File: config.mk
export PLATFORM = sky130hd
export DESIGN_NAME = imem_boot_sequencer
export DESIGN_NICKNAME = d
export VERILOG_FILES = /design/src/rtl/imem_boot_sequencer.sv
export SDC_FILE = /design/constraint.sdc
export NUM_CORES = 1
export LEC_CHECK = 0
export ABC_AREA = 1
export BUFFER_PORTS_ARGS = -buffer_cell sky130_fd_sc_hd__buf_2
export CAP_MARGIN = 20
export CORE_ASPECT_RATIO = 1.75
export CORE_MARGIN = 2
export CORE_UTILIZATION = 49
export CTS_CLUSTER_SIZE = 16
export DETAILED_ROUTE_END_ITERATION = 8
export GPL_TIMING_DRIVEN = 0
export PLACE_DENSITY_LB_ADDON = 0.3
export SLEW_MARGIN = 20
export SYNTH_ARGS = -nofsm -noshare
export SYNTH_HDL_FRONTEND = slang
export SYNTH_SLANG_ARGS = --single-unit
export TNS_END_PERCENT = 10
File: constraint.sdc
create_clock -name clk -period 2.7 [get_ports clk]
set_input_delay 0.27 -clock clk [delete_from_list [all_inputs] [get_ports clk]]
set_output_delay 0.27 -clock clk [all_outputs]
set_load 0.01 [all_outputs]
File: src/rtl/imem_boot_sequencer.sv
// imem_boot_sequencer: streams a program into imem, holds the core in reset, then runs it to a halt PC under a cycle watchdog
//  clk, reset (async, active-high)
//  start                                   : restart pulse, honoured only when not busy
//  load_valid/load_ready/load_data/load_last : program word stream
//  imem_we/imem_waddr/imem_wdata           : registered imem write port
//  halt_pc/core_pc                         : halt detection while running
//  core_resetn                             : registered active-low core reset
//  busy/done/timeout/overflow/cycle_count  : status
module imem_boot_sequencer #(
  parameter int XLEN       = 32,
  parameter int IMEM_DEPTH = 256,
  parameter int MAX_CYCLES = 1024,
  parameter int CW         = 16,
  parameter int RESET_HOLD = 2,
  localparam int AW = IMEM_DEPTH > 1 ? $clog2(IMEM_DEPTH) : 1
) (
  input  logic            clk,
  input  logic            reset,
  input  logic            start,
  input  logic            load_valid,
  output logic            load_ready,
  input  logic [XLEN-1:0] load_data,
  input  logic            load_last,
  input  logic [XLEN-1:0] halt_pc,
  input  logic [XLEN-1:0] core_pc,
  output logic            imem_we,
  output logic [AW-1:0]   imem_waddr,
  output logic [XLEN-1:0] imem_wdata,
  output logic            core_resetn,
  output logic            busy,
  output logic            done,
  output logic            timeout,
  output logic            overflow,
  output logic [CW-1:0]   cycle_count
);
  localparam int HW = RESET_HOLD > 1 ? $clog2(RESET_HOLD) : 1;
  typedef enum logic [2:0] {IDLE, LOAD, HOLD, RUN, DONE, TIMEOUT, OVF} state_e;
  state_e state_q, state_d;
  logic [AW-1:0] wcnt_q, imem_waddr_q;
  logic [HW-1:0] hcnt_q;
  logic [XLEN-1:0] imem_wdata_q;
  logic [CW-1:0] cycle_count_q;
  logic imem_we_q, core_resetn_q, done_q, timeout_q, overflow_q;
  logic accept, restart;
  always_ff @(posedge clk or posedge reset)
    if (reset) state_q <= IDLE;
    else state_q <= state_d;
  always_comb begin
    state_d = state_q;
    case (state_q)
      IDLE, DONE, TIMEOUT, OVF: state_d = start ? LOAD : state_q;
      LOAD: state_d = !accept ? LOAD : load_last ? HOLD : wcnt_q == AW'(IMEM_DEPTH - 1) ? OVF : LOAD;
      HOLD: state_d = hcnt_q == HW'(RESET_HOLD - 1) ? RUN : HOLD;
      RUN:  state_d = core_pc == halt_pc ? DONE : cycle_count_q == CW'(MAX_CYCLES - 1) ? TIMEOUT : RUN;
      default: state_d = IDLE;
    endcase
  end
  always_comb begin
    load_ready = state_q == LOAD;
    busy = state_q inside {LOAD, HOLD, RUN};
    accept = load_valid & load_ready;
    restart = start & ~busy;
  end
  always_ff @(posedge clk or posedge reset)
    if (reset) begin
      wcnt_q        <= '0;
      hcnt_q        <= '0;
      imem_we_q     <= 1'b0;
      imem_waddr_q  <= '0;
      imem_wdata_q  <= '0;
      core_resetn_q <= 1'b0;
      cycle_count_q <= '0;
      done_q        <= 1'b0;
      timeout_q     <= 1'b0;
      overflow_q    <= 1'b0;
    end else begin
      imem_we_q <= accept;
      if (accept) begin
        imem_waddr_q <= wcnt_q;
        imem_wdata_q <= load_data;
      end
      wcnt_q        <= restart ? '0 : accept ? wcnt_q + 1'b1 : wcnt_q;
      hcnt_q        <= state_q == HOLD ? hcnt_q + 1'b1 : '0;
      // driven from next state so the core sees a clean registered edge on RUN entry/exit
      core_resetn_q <= state_d == RUN;
      // counts only while staying in RUN so the exit cycle's count is what remains visible
      cycle_count_q <= restart ? '0 :
                       (state_q == RUN && state_d == RUN && !(&cycle_count_q)) ? cycle_count_q + 1'b1 :
                       cycle_count_q;
      done_q        <= !restart && (done_q || (state_q == RUN && state_d == DONE));
      timeout_q     <= !restart && (timeout_q || (state_q == RUN && state_d == TIMEOUT));
      overflow_q    <= !restart && (overflow_q || (state_q == LOAD && state_d == OVF));
    end
  assign imem_we     = imem_we_q;
  assign imem_waddr  = imem_waddr_q;
  assign imem_wdata  = imem_wdata_q;
  assign core_resetn = core_resetn_q;
  assign cycle_count = cycle_count_q;
  assign done        = done_q;
  assign timeout     = timeout_q;
  assign overflow    = overflow_q;
endmodule

# == Word-level counts from Yosys, hierarchy flattened ==
# Index checks and enable logic that the tools add are counted.
# word_totals
regBits,73
latch_bits,0
ram_bits,0
rom_bits,0
inputBits,101
out_inout_bits,63
mem_count,0
# classes
addsub,3
mul,0
div_mod_pow,0
magnitude_cmp,0
n_eq_ne,13
shifts,0
n_mux,13
bitwise,3
reduce_logical,19
# op_table
op,n
$eq A32 B32 Y1,1
$mux W16,2
$eq A3 B3 Y1 const B,6
$mux W3,6
$add A16 B1 Y16 const B,1
$eq A16 B10 Y1 const B,1
$mux W8,2
$reduce_and A16 Y1,1
$pmux W3 S4,1
$eq A3 B2 Y1 const B,3
$add A8 B1 Y8 const B,1
$eq A8 B8 Y1 const B,1
$logic_and A1 B1 Y1,8
$reduce_bool A2 Y1,2
$reduce_or A4 Y1,1
$eq A3 B1 Y1 const B,1
$logic_not A3 Y1,1
$logic_or A1 B1 Y1,3
$reduce_bool A3 Y1,1
$and A1 B1 Y1,2
$logic_not A1 Y1,2
$mux W1,2
$add A1 B1 Y1 const B,1
$not A1 Y1,1

# == Depth between registers and ports, before layout ==
# depth
ltp_word,10
depth_mapped,14
depth_no_buf,13

# == Worst setup path after synthesis ==
# No wires, ideal clock.
# synth_path
path_kind,reg2reg
from,"reg cycle_count_q[0], in the netlist cycle_count[0]"
to,"reg cycle_count_q[10], in the netlist cycle_count[10]"
arrival_ns,1.551
path_slack_ns,1.073
stages_incl_launch_ff,10
synth_period_minus_slack_ns,1.627
cell_sequence,dfrtp_1 -> ha_1 -> nand3_2 -> nor3_2 -> nand2_1 -> nand4_2 -> buf_6 -> buf_6 -> nand3_1 -> o21ai_1
# synth_between
elab_chain_cells,8
# synth_rtl
element,line_no,rtl
start: declaration,42,logic [CW-1:0] cycle_count_q;
start signal: assignment,87,cycle_count_q <= restart ? '0 :
$eq A16 B10 Y1,54,RUN: state_d = core_pc == halt_pc ? DONE : cycle_count_q == CW'(MAX_CYCLES - 1) ? TIMEOUT : RUN;
$mux W3 (2 in series),54,
$pmux W3 S4,50,case (state_q)
$eq A3 B2 Y1,88,(state_q == RUN && state_d == RUN && !(&cycle_count_q)) ? cycle_count_q + 1'b1 :
$logic_and A1 B1 Y1 (2 in series),88,
$reduce_bool A2 Y1 (no line),n/a,
# Several ways; a longest one is shown, not always the timed one. The select of a mux whose other input is x is not followed.
# A chain may end at the register's enable or synchronous reset.

# == Worst setup path in the final report ==
# layout_path
from,reg state_q[1]
to,"reg cycle_count_q[3], in the netlist cycle_count[3]"
# layout_between
elab_chain_cells,8
# layout_rtl
element,line_no,rtl
start: declaration,38,"state_e state_q, state_d;"
start signal: assignment,47,else state_q <= state_d;
$eq A3 B1 Y1,"50, 59, 60",
$and A1 B1 Y1,61,accept = load_valid & load_ready;
$mux W3,52,LOAD: state_d = !accept ? LOAD : load_last ? HOLD : wcnt_q == AW'(IMEM_DEPTH - 1) ? OVF : LOAD;
$pmux W3 S4,50,
$eq A3 B2 Y1,88,
$logic_and A1 B1 Y1 (2 in series),88,
$reduce_bool A2 Y1 (no line),n/a,
# Several ways; a longest one is shown, not always the timed one.

==> results.md <==
- Status: complete, no violations
- Synthesized flop and latch total: 73
- Hold slack: 139.7 ps
- Crit path cell chain: o21bai_1 > inv_1 > nor2_1 > inv_1 > buf_2 > nand3_1 > o21ai_0
- Area growth syn-to-layout: 31.50%
- Placed cell areas: 5044 um2
- Cells after Synth: 558
- Largest net degree at the start of global routing: 48
- Pins Over Slew Limit: 0
- TNS Setup: 0 ps
- Post-CTS resize count: 0
- Wire length of the first global-routing pass: 16410 um
- Vias in the first global route: 3968
- CTS max path bufs: 2
- GRT Max-Usage Layer: met2
- CTS tree: done
- WP data arrival: 2030 ps
- Worst-Skew Late Latency: 320 ps
- Antenna Cells: 0
- Final hold violation count: 0
- Leakage: 3.148 nW
- Initial antenna violation count: 0
- DIE HEIGHT: 124.8 um
- CTS H-tree depth: 3
- Shortest period the worst path allows: 1832 ps
- Filler instances: 696
- WL/cell: 11.74 um
- Yosys top cell area share: 0.4474
- Total track usage: 0.2219
- Total power: 3.084 mW
- Grt ovf: 0
- Number of vias per cell: 4.895
- Initial core utilization: 0.4977
- Port Buf Inserts: 163
- Design area: 5369 um2
- Mapped Nets: 661
- CP max stage cell: dfrtp_1
- Share of post-route cells with drive strength above 1: 0.2693
- Post-layout nets: 837
- P per Cell Area: 574.4 nW/um2
- RSZ-0062 raised after global routing: no
- IO Count: 164
- Critical path required time: 2900 ps
- CP Capture Type: flip-flop
- Slew headroom: 0.6621
- Chip width: 73 um
- Total Wirelength: 9757 um
- Clk slew on worst S/H paths: 60 ps
- GR Util met3: 0.04612
- Met1 Use GR: 0.2261
- Post-synthesis area per instance: 7.317 um2
- Worst Skew: 3.559 ps
- Post-DRT Antenna Nets: 0
- DR vias: 4068
- Synth unique cells: 30
- Rows: 44
- Crit-path max cell delay: 450 ps
- Hold Crit Class: in -> reg
- Num CTS Buffers: 9
- Leading area contributor after synthesis: dfrtp_1
- Fraction of the yosys area taken by sequential cells: 0.4474
- Final non-filler cell total: 831
- Cells after DPL: 814
- HPWL after DPL: 7816 um
- Setup Slack @ Placement: 879.1 ps
- Final setup fails: 0
- Die Area: 9107 um2
- Root Buffer: clkbuf_16
- Layout Utilization: 0.6545
- Ys Warns: 0
- CP max FO: 10
- DRT iter0 DRCs: 220
- Max-cap violations: 0
- Met2 Usage GRT: 0.4208
- Worst setup SP type: flip-flop
- Cell Area, Synth: 4083 um2
- Fmax achieved: 545.8 MHz
- Setup ws final: 867.7 ps
- Peak supply drop: 0.3529 mV
- DRC: 0
- Clock Sinks: 73
- Synth top area cells: dfrtp_1, nand2_1, inv_1
- Crit-path most repeated cell: inv_1
- Fin crit share: 0.6786
- Total core area: 8203 um2
- 1st-pass router iterations: 6
- Worst Tran Pin Value: 504.9 ps
- Final GP Congestion: 0.8123
- Critical path class: reg -> reg
-- sequential cells by signal, summed over array words and instances, names as in the netlist --
name,flops
imem_wdata,32
cycle_count,16
imem_waddr,8
wcnt_q,8
state_q,3
core_resetn,1
done,1
hcnt_q,1
imem_we,1
overflow,1
timeout,1
-- critical path, delay by kind of cell, from the launching register on --
kind,cells,cell delay [ps]
AO/OA/AOI/OAI,2,240
buffers and inverters,3,530
flip-flops,1,450
AND/OR/NAND/NOR,2,500
-- layer usage --
metal,share of wire,vias to the layer above
met1,0.37,1834
met5,0,-
met4,0.025,0
met3,0.056,22
li1,-,2061
met2,0.55,151
-- cells in the final DEF (no fill, tap or decap), drive strengths merged --
cell type / n
nor3b: 1
xor2: 17
clkinv: 1
o21a: 2
nand4: 9
nor4: 3
dfrtp: 73
nand3: 25
dlygate4sd3: 1
maj3: 1
bufinv: 1
nand2: 229
o21ai: 28
nor2: 43
o21bai: 1
a31oi: 2
a21oi: 9
ha: 2
xnor2: 21
buf: 173
nor3: 7
clkbuf: 17
clkinvlp: 2
inv: 71
-- logic make-up (layout without fill, tap and decap cells) --
kind of cell | Yosys count | after routing | share of synthesized area
AOI/OAI and AO/OA | 42 | 42 | 0.05394
xor gates and xnor gates | 38 | 38 | 0.08152
adders and majority gates | 3 | 3 | 0.008580
buffers and inverters | 85 | 266 | 0.08489
DFF | 73 | 73 | 0.4474
and+or+nand+nor | 317 | 317 | 0.3236
-- area by class of cell --
class | instances | area, um2 | share of cell area
multi-input combinational | 400 | 1909 | 0.3556
sequential | 73 | 1827 | 0.3402
timing repair buffer | 165 | 853.3 | 0.1589
inverter | 70 | 265.3 | 0.04941
clock buffer | 11 | 252.7 | 0.04708
tap | 92 | 115.1 | 0.02144
buffer | 15 | 83.83 | 0.01561
clock inverter | 5 | 62.56 | 0.01165
-- worst paths after layout --
| kind | end | slack [ps] | from | depth (start not counted) |
|---|---|---|---|---|
| worst max-delay path | cycle_count[3] | 870 | state_q[1] | 7 |
| worst min-delay path | imem_wdata[9] | 140 | load_data[9] | 3 |
| worst max register to register | cycle_count[3] | 870 | state_q[1] | 7 |
| worst min register to register | hcnt_q | 430 | hcnt_q | 1 |
| max in group asynchronous | overflow | 1680 | reset | 4 |
| min in group asynchronous | imem_wdata[22] | 480 | reset | 3 |
-- where the power goes --
group	internal, mW	total [mW]	switching [mW]
clock network	0.770	1.21	0.444
registers	1.23	1.31	0.0718
logic	0.254	0.565	0.311
total	2.26	3.08	0.827
-- synth_stat cells --
library cell,number
nand2_1,225
dfrtp_1,73
inv_1,70
nor2_1,43
nand3_1,24
o21ai_0,22
xnor2_1,21
xor2_1,17
a21oi_1,9
nand4_1,8
clkbuf_1,6
o21ai_1,6
buf_2,4
nand2_2,4
nor3_1,4
a31oi_1,2
buf_4,2
buf_6,2
ha_1,2
nor3_2,2
nor4_1,2
o21a_1,2
buf_1,1
maj3_1,1
nand3_2,1
nand4_2,1
nor3_4,1
nor3b_1,1
nor4_4,1
o21bai_1,1
-- timing repair --
| item | in CTS | in global routing |
|---|---|---|
| endpoints found under the hold margin | 26 | 0 |
| setup buffers | 0 | 0 |
| hold buffers | 1 | 0 |
Note: power is estimated with default switching activity, not from simulation.
